--- src/rtl/fir_host_pkg.sv ---
// -----------------------------------------------------------------------------
// fir_host_pkg
// Shared constants and types for the host side of the FIR-over-UART link.
//   SAMPLE_W / BYTES_PER_SAMPLE : 16-bit samples, sent as 2 bytes, LSB first
//   RESULT_W / BYTES_PER_RESULT : 38-bit results, received as 5 bytes, LSB first
//   DEFAULT_TIMEOUT_CYCLES      : inter-byte idle limit used when the
//                                 FIR_HOST_TIMEOUT_EN macro is defined
//   tx_state_t                  : transmit FSM encoding (visible as r_tx_state
//                                 inside fir_uart_host)
// -----------------------------------------------------------------------------
package fir_host_pkg;

   localparam int SAMPLE_W               = 16;
   localparam int RESULT_W               = 38;
   localparam int BYTES_PER_SAMPLE       = 2;
   localparam int BYTES_PER_RESULT       = 5;
   localparam int DEFAULT_TIMEOUT_CYCLES = 100000;

   typedef enum logic [2:0] {
      TX_IDLE     = 3'd0,
      TX_LO_START = 3'd1,
      TX_LO_WAIT  = 3'd2,
      TX_HI_START = 3'd3,
      TX_HI_WAIT  = 3'd4
   } tx_state_t;

   // Byte 0 is the low byte; byte 1 the high byte.
   function automatic logic [7:0] sample_byte(input logic [SAMPLE_W-1:0] s,
                                              input logic                hi);
      return hi ? s[15:8] : s[7:0];
   endfunction

endpackage

--- src/rtl/fir_host_rx_assembler.sv ---
// -----------------------------------------------------------------------------
// fir_host_rx_assembler
// Collects 5 received UART bytes (LSB first) into one 38-bit FIR result.
// The top 2 bits of the last byte fall outside the result and are dropped.
// Optional macro FIR_HOST_TIMEOUT_EN: a partial result that sees no new byte
// for TIMEOUT_CYCLES clocks is dropped and the sticky rx_error flag is set.
// Ports:
//   clk, rst        clock, asynchronous active-high reset
//   rx_valid        one-cycle strobe, rx_byte valid
//   rx_byte [7:0]   received byte
//   result_valid    one-cycle pulse when result_data has just been updated
//   result_data     assembled result, held until the next one
//   rx_error        sticky timeout flag (constant 0 without the macro)
// -----------------------------------------------------------------------------
module fir_host_rx_assembler
   import fir_host_pkg::*;
#(
   parameter int TIMEOUT_CYCLES = DEFAULT_TIMEOUT_CYCLES
) (
   input  logic                clk,
   input  logic                rst,
   input  logic                rx_valid,
   input  logic [7:0]          rx_byte,
   output logic                result_valid,
   output logic [RESULT_W-1:0] result_data,
   output logic                rx_error
);

   localparam logic [2:0] LAST_IDX = 3'(BYTES_PER_RESULT - 1);
   localparam int         LOW_W    = (BYTES_PER_RESULT - 1) * 8;

   if (TIMEOUT_CYCLES < 2) begin : g_bad_timeout
      $error("fir_host_rx_assembler: TIMEOUT_CYCLES must be at least 2");
   end

   logic [2:0]          r_cnt;
   logic [LOW_W-1:0]    r_shift;
   logic                r_result_valid;
   logic [RESULT_W-1:0] r_result_data;
   logic                w_timeout;

`ifdef FIR_HOST_TIMEOUT_EN
   localparam int              IDLE_W     = $clog2(TIMEOUT_CYCLES + 1);
   localparam logic [IDLE_W-1:0] IDLE_LIMIT = IDLE_W'(TIMEOUT_CYCLES - 1);

   logic [IDLE_W-1:0] r_idle;
   logic              r_rx_error;

   // Fires on the TIMEOUT_CYCLES-th idle clock of a partial result.
   assign w_timeout = (r_cnt != 3'd0) && (r_idle == IDLE_LIMIT);

   always_ff @(posedge clk or posedge rst) begin
      if (rst) begin
         r_idle     <= '0;
         r_rx_error <= 1'b0;
      end else begin
         if (rx_valid || (r_cnt == 3'd0) || w_timeout) begin
            r_idle <= '0;
         end else begin
            r_idle <= r_idle + IDLE_W'(1);
         end
         if (w_timeout) begin
            r_rx_error <= 1'b1;
         end
      end
   end

   assign rx_error = r_rx_error;
`else
   assign w_timeout = 1'b0;
   assign rx_error  = 1'b0;
`endif

   always_ff @(posedge clk or posedge rst) begin
      if (rst) begin
         r_cnt          <= 3'd0;
         r_shift        <= '0;
         r_result_valid <= 1'b0;
         r_result_data  <= '0;
      end else begin
         r_result_valid <= 1'b0;
         if (w_timeout) begin
            // Partial result is dropped; a byte on this cycle opens a new one.
            r_cnt <= 3'd0;
            if (rx_valid) begin
               r_shift[7:0] <= rx_byte;
               r_cnt        <= 3'd1;
            end
         end else if (rx_valid) begin
            if (r_cnt == LAST_IDX) begin
               r_result_data  <= {rx_byte[RESULT_W-LOW_W-1:0], r_shift};
               r_result_valid <= 1'b1;
               r_cnt          <= 3'd0;
            end else begin
               r_shift[{r_cnt[1:0], 3'b000} +: 8] <= rx_byte;
               r_cnt <= r_cnt + 3'd1;
            end
         end
      end
   end

   assign result_valid = r_result_valid;
   assign result_data  = r_result_data;

endmodule

--- src/rtl/fir_uart_host.sv ---
// -----------------------------------------------------------------------------
// fir_uart_host
// Host-side peer of the FIR-over-UART link. Sends 16-bit samples as two UART
// bytes (LSB first) through a start/busy transmitter handshake and rebuilds
// 38-bit FIR results from 5 received bytes.
// Optional macro FIR_HOST_TIMEOUT_EN enables the receive inter-byte timeout.
// Ports:
//   clk, rst                 clock, asynchronous active-high reset
//   sample_valid/ready/data  sample input; a transfer happens on the clock
//                            where valid and ready are both high; ready is high
//                            only while the transmit FSM is idle
//   TxD_start, TxD_data      one-cycle start pulse and the byte to send; the
//                            byte stays stable until the next start
//   TxD_busy                 transmitter busy
//   RxD_data_ready, RxD_data received byte strobe and byte
//   result_valid, result_data one-cycle result pulse, result held afterwards
//   rx_error                 sticky receive timeout flag
// -----------------------------------------------------------------------------
module fir_uart_host
   import fir_host_pkg::*;
#(
   parameter int TIMEOUT_CYCLES = DEFAULT_TIMEOUT_CYCLES
) (
   input  logic                clk,
   input  logic                rst,
   input  logic                sample_valid,
   output logic                sample_ready,
   input  logic [SAMPLE_W-1:0] sample_data,
   output logic                TxD_start,
   output logic [7:0]          TxD_data,
   input  logic                TxD_busy,
   input  logic                RxD_data_ready,
   input  logic [7:0]          RxD_data,
   output logic                result_valid,
   output logic [RESULT_W-1:0] result_data,
   output logic                rx_error
);

   if (BYTES_PER_SAMPLE * 8 != SAMPLE_W) begin : g_bad_sample_w
      $error("fir_uart_host: sample width must be BYTES_PER_SAMPLE bytes");
   end

   tx_state_t           r_tx_state;
   logic                r_sample_ready;
   logic                r_txd_start;
   logic [7:0]          r_txd_data;
   logic [SAMPLE_W-1:0] r_sample;
   // High during the start-pulse cycle: the transmitter has not raised busy
   // yet, so busy must not be trusted on that cycle.
   logic                r_skip_busy;

   always_ff @(posedge clk or posedge rst) begin
      if (rst) begin
         r_tx_state     <= TX_IDLE;
         r_sample_ready <= 1'b0;
         r_txd_start    <= 1'b0;
         r_txd_data     <= 8'd0;
         r_sample       <= '0;
         r_skip_busy    <= 1'b0;
      end else begin
         r_txd_start <= 1'b0;
         case (r_tx_state)
            TX_IDLE: begin
               r_sample_ready <= 1'b1;
               if (sample_valid && r_sample_ready) begin
                  r_sample       <= sample_data;
                  r_sample_ready <= 1'b0;
                  r_tx_state     <= TX_LO_START;
               end
            end
            TX_LO_START, TX_HI_START: begin
               if (!TxD_busy) begin
                  r_txd_start <= 1'b1;
                  r_txd_data  <= sample_byte(r_sample, r_tx_state == TX_HI_START);
                  r_skip_busy <= 1'b1;
                  r_tx_state  <= (r_tx_state == TX_HI_START) ? TX_HI_WAIT : TX_LO_WAIT;
               end
            end
            TX_LO_WAIT, TX_HI_WAIT: begin
               if (r_skip_busy) begin
                  r_skip_busy <= 1'b0;
               end else if (!TxD_busy) begin
                  if (r_tx_state == TX_HI_WAIT) begin
                     r_tx_state     <= TX_IDLE;
                     r_sample_ready <= 1'b1;
                  end else begin
                     r_tx_state <= TX_HI_START;
                  end
               end
            end
            default: begin
               r_tx_state     <= TX_IDLE;
               r_sample_ready <= 1'b0;
            end
         endcase
      end
   end

   assign sample_ready = r_sample_ready;
   assign TxD_start    = r_txd_start;
   assign TxD_data     = r_txd_data;

   fir_host_rx_assembler #(
      .TIMEOUT_CYCLES (TIMEOUT_CYCLES)
   ) u_rx (
      .clk          (clk),
      .rst          (rst),
      .rx_valid     (RxD_data_ready),
      .rx_byte      (RxD_data),
      .result_valid (result_valid),
      .result_data  (result_data),
      .rx_error     (rx_error)
   );

endmodule

--- config.mk ---
export PLATFORM = sky130hd
export DESIGN_NAME = fir_uart_host
export DESIGN_NICKNAME = d
export VERILOG_FILES = /design/src/rtl/fir_host_pkg.sv /design/src/rtl/fir_host_rx_assembler.sv /design/src/rtl/fir_uart_host.sv
export SDC_FILE = /design/constraint.sdc
export NUM_CORES = 1
export LEC_CHECK = 0
export ABC_AREA = 1
export CORE_ASPECT_RATIO = 1.1
export CORE_MARGIN = 3
export CORE_UTILIZATION = 52
export DETAILED_ROUTE_END_ITERATION = 8
export PLACE_DENSITY = 0.8
export SYNTH_ARGS = -nofsm -noshare
export SYNTH_HDL_FRONTEND = slang
export SYNTH_HIERARCHICAL = 1
export SYNTH_SLANG_ARGS = --single-unit
--- constraint.sdc ---
create_clock -name clk -period 4 [get_ports clk]
set_input_delay 0.8 -clock clk [delete_from_list [all_inputs] [get_ports clk]]
set_output_delay 0.8 -clock clk [all_outputs]
set_load 0.02 [all_outputs]
==> flow_summary_export.csv <==
group,metric,value,unit
run_status,status,"finished clean",
power_and_ir_drop,ir_drop,410.8,uV
place,port-buffer-count,77,
floorplanning,die_h,104.0,um
logic_synthesis,synth_cell_types,23,
global_routing,grt_overflow,0,
clock_tree,postCtsHoldBufs,0,
timing,holdWs,0.4777,ns
timing,relSlewSlack,24.82,%
logic_synthesis,synth_cells,535,
detailed_routing,drtIter0Drc,191,
logic_synthesis,synth_area,4544,um^2
timing,setup_viol,0,
detailed_routing,post_drt_wl_per_cell,13.34,um
clock_tree,path_clk_slew,0.10,ns
logic_synthesis,ys_ff_latch,104,
timing,hold_viol,0,
timing,min_period,2.378,ns
finish,final_common_cell,"nand2_1",
setup_path,rrSetupSlack,1.67,ns
power_and_ir_drop,p_leak,0.002947,uW
setup_path,critical_path.startpoint_type,"primary input",
finish,layout_common_cells,"nand2_1, dfrtp_1, clkdlybuf4s50_1",
finish,diodes,0,
finish,layout.cells.non_filler,726,
clock_tree,postCtsSetupRepairBufs,0,
setup_path,worstPathMaxFanout,41,
logic_synthesis,yosys_warnings,6,
place,place_hpwl,6858,um
clock_tree,cts_buffers,9,
min_path,worstHoldStart,"u_rx/r_shift[28]",
timing,clock_skew,0.01534,ns
timing,slew_violations,0,
clock_tree,cts_resized,0,
min_path,hold_end,"u_rx/result_data[28]",
detailed_routing,vias_per_cell,5.036,
clock_tree,cts_max_level,3,
timing,rsz0062_at_grt,"false",
global_routing,grt_pass1_vias,3610,
run,maxCapViolations,0,
setup_path,setup.worst_path.end_class,"flip-flop",
floorplanning,die_w,95.13,um
global_routing,grt_usage,21.22,%
clock_tree,cts.sinks,104,
clock_tree,cts.path.max_buffers,2,
min_path,holdPathStages,2,
logic_synthesis,syn_area_per_cell,8.494,um^2
finish,layout-drive-gt1-share,6.504,%
timing,tightest_slew,1.127,ns
setup_path,rr_worst_depth,7,
clock_tree,cts_root_buf,"clkbuf_8",
setup_path,cp_data_arrival_time,2.67,ns
clock_tree,insertion_delay,0.36,ns
detailed_routing,drtPass1Iterations,5,
finish,area_delta_synth_final,22.80,%
timing,post-route-period-util,59.46,%
setup_path,crit_type,"in2reg",
detailed_routing,routed_wl,9683,um
logic_synthesis,synthesis.nets,570,
logic_synthesis,ys_seq_area_share,57.27,%
global_routing,antenna_found_initial,0,
place,placedCellCount,710,
timing,setup_tns,0,ns
place,routabilityCongestion,0.8920,
finish,postLayoutCoreUtil,66.03,%
min_path,hp-class,"reg2reg",
detailed_routing,ant_nets,0,
global_routing,grt_max_degree,42,
detailed_routing,dr_total_vias,3656,
place,place_area,5353,um^2
clock_tree,cts_tree,"done",
detailed_routing,drcViolationCount,0,
setup_path,crit_required,4.29,ns
floorplanning,core-area,8452,um^2
setup_path,timing.rr.end,"u_rx/result_data[2]",
power_and_ir_drop,power_density,749.1,nW/um^2
floorplanning,placement_rows,35,
setup_path,timing.rr.start,"u_rx/r_cnt[0]",
floorplanning,die-area,9898,um^2
floorplanning,initial_core_util,53.77,%
finish,finalNetCount,645,
floorplanning,ios,79,
global_routing,grt_first_pass_wirelength,16750,um
timing,fmax,0.4204,GHz
finish,fin_area,5580,um^2
-- worst max-delay path by stage --
stage,startpoint,endpoint,slack (ns),cells after the start
final,RxD_data_ready,u_rx/result_data[2],1.62,6
after global routing,u_rx/r_cnt[0],u_rx/result_data[36],1.37,7
after CTS,RxD_data_ready,u_rx/result_data[2],1.62,6
after detailed placement,RxD_data_ready,u_rx/result_data[12],1.24,6
after global placement,RxD_data_ready,u_rx/result_data[34],1.33,6
after floorplan,rst,u_rx/r_cnt[0],1.32,1
-- sequential cells by signal, summed over array words and instances, names as in the netlist --
name,count
TxD_data,8
TxD_start,1
r_sample,16
r_skip_busy,1
r_tx_state,3
sample_ready,1
u_rx/r_cnt,3
u_rx/r_shift,32
u_rx/result_data,38
u_rx/result_valid,1
-- cell families after synthesis --
logic type	count (synthesis)	share of synthesized area, %
flip-flops	104	57.27
AND/OR/NAND/NOR	330	30.09
adder cells (fa/ha/maj)	6	1.652
buffers and inverters	55	5.947
other	1	0.08252
AO/OA/AOI/OAI	39	4.956
-- worst max-delay path, stage by stage --
cell,delay [ns]
clkdlybuf4s50_1,0.73
nand3_2,0.11
buf_4,0.28
inv_2,0.51
nand2_1,0.13
nand2_1,0.10
-- per-layer routing --
| metal | routed length (um) | global-route usage [%] |
|---|---|---|
| met4 | 99 | 5.155 |
| met5 | 0 | 0 |
| met1 | 4352 | 29.53 |
| met2 | 4726 | 34.42 |
| met3 | 505 | 3.835 |
-- cells in the mapped netlist, drive strengths merged --
cell type	count	share of area [%]
a2bb2oi	8	1.5
nand4	4	0.88
buf	12	2.4
inv	39	3.2
nand3	27	4.3
nor2	41	3.6
conb	1	0.083
o21ai	15	1.7
or2	1	0.14
a21oi	16	1.8
clkbuf	4	0.33
dfrtp	104	57
nand2	257	21
ha	6	1.7
-- stage by stage --
step,power [uW],setup WS (ns)
2_1_floorplan,2840,1.318
3_3_place_gp,3416,1.335
3_5_place_dp,3481,1.242
4_1_cts,4212,1.615
5_1_grt,4498,1.370
6_report,4180,1.622
-- where the power goes --
group	internal [uW]	switching [uW]	total, uW
Sequential	1460	284	1740
Combinational	706	1010	1720
Clock	372	348	720
Total	2540	1640	4180
-- area by class of cell --
type	count	area, um^2
inverters	39	146.4
clock buffers	10	137.6
well taps	111	138.9
multi-input cells	376	1672
repair buffers	80	793.3
flip-flops and latches	104	2603
fillers	730	2872
clock inverters	6	90.09
Power figures use the tool's default switching activity.
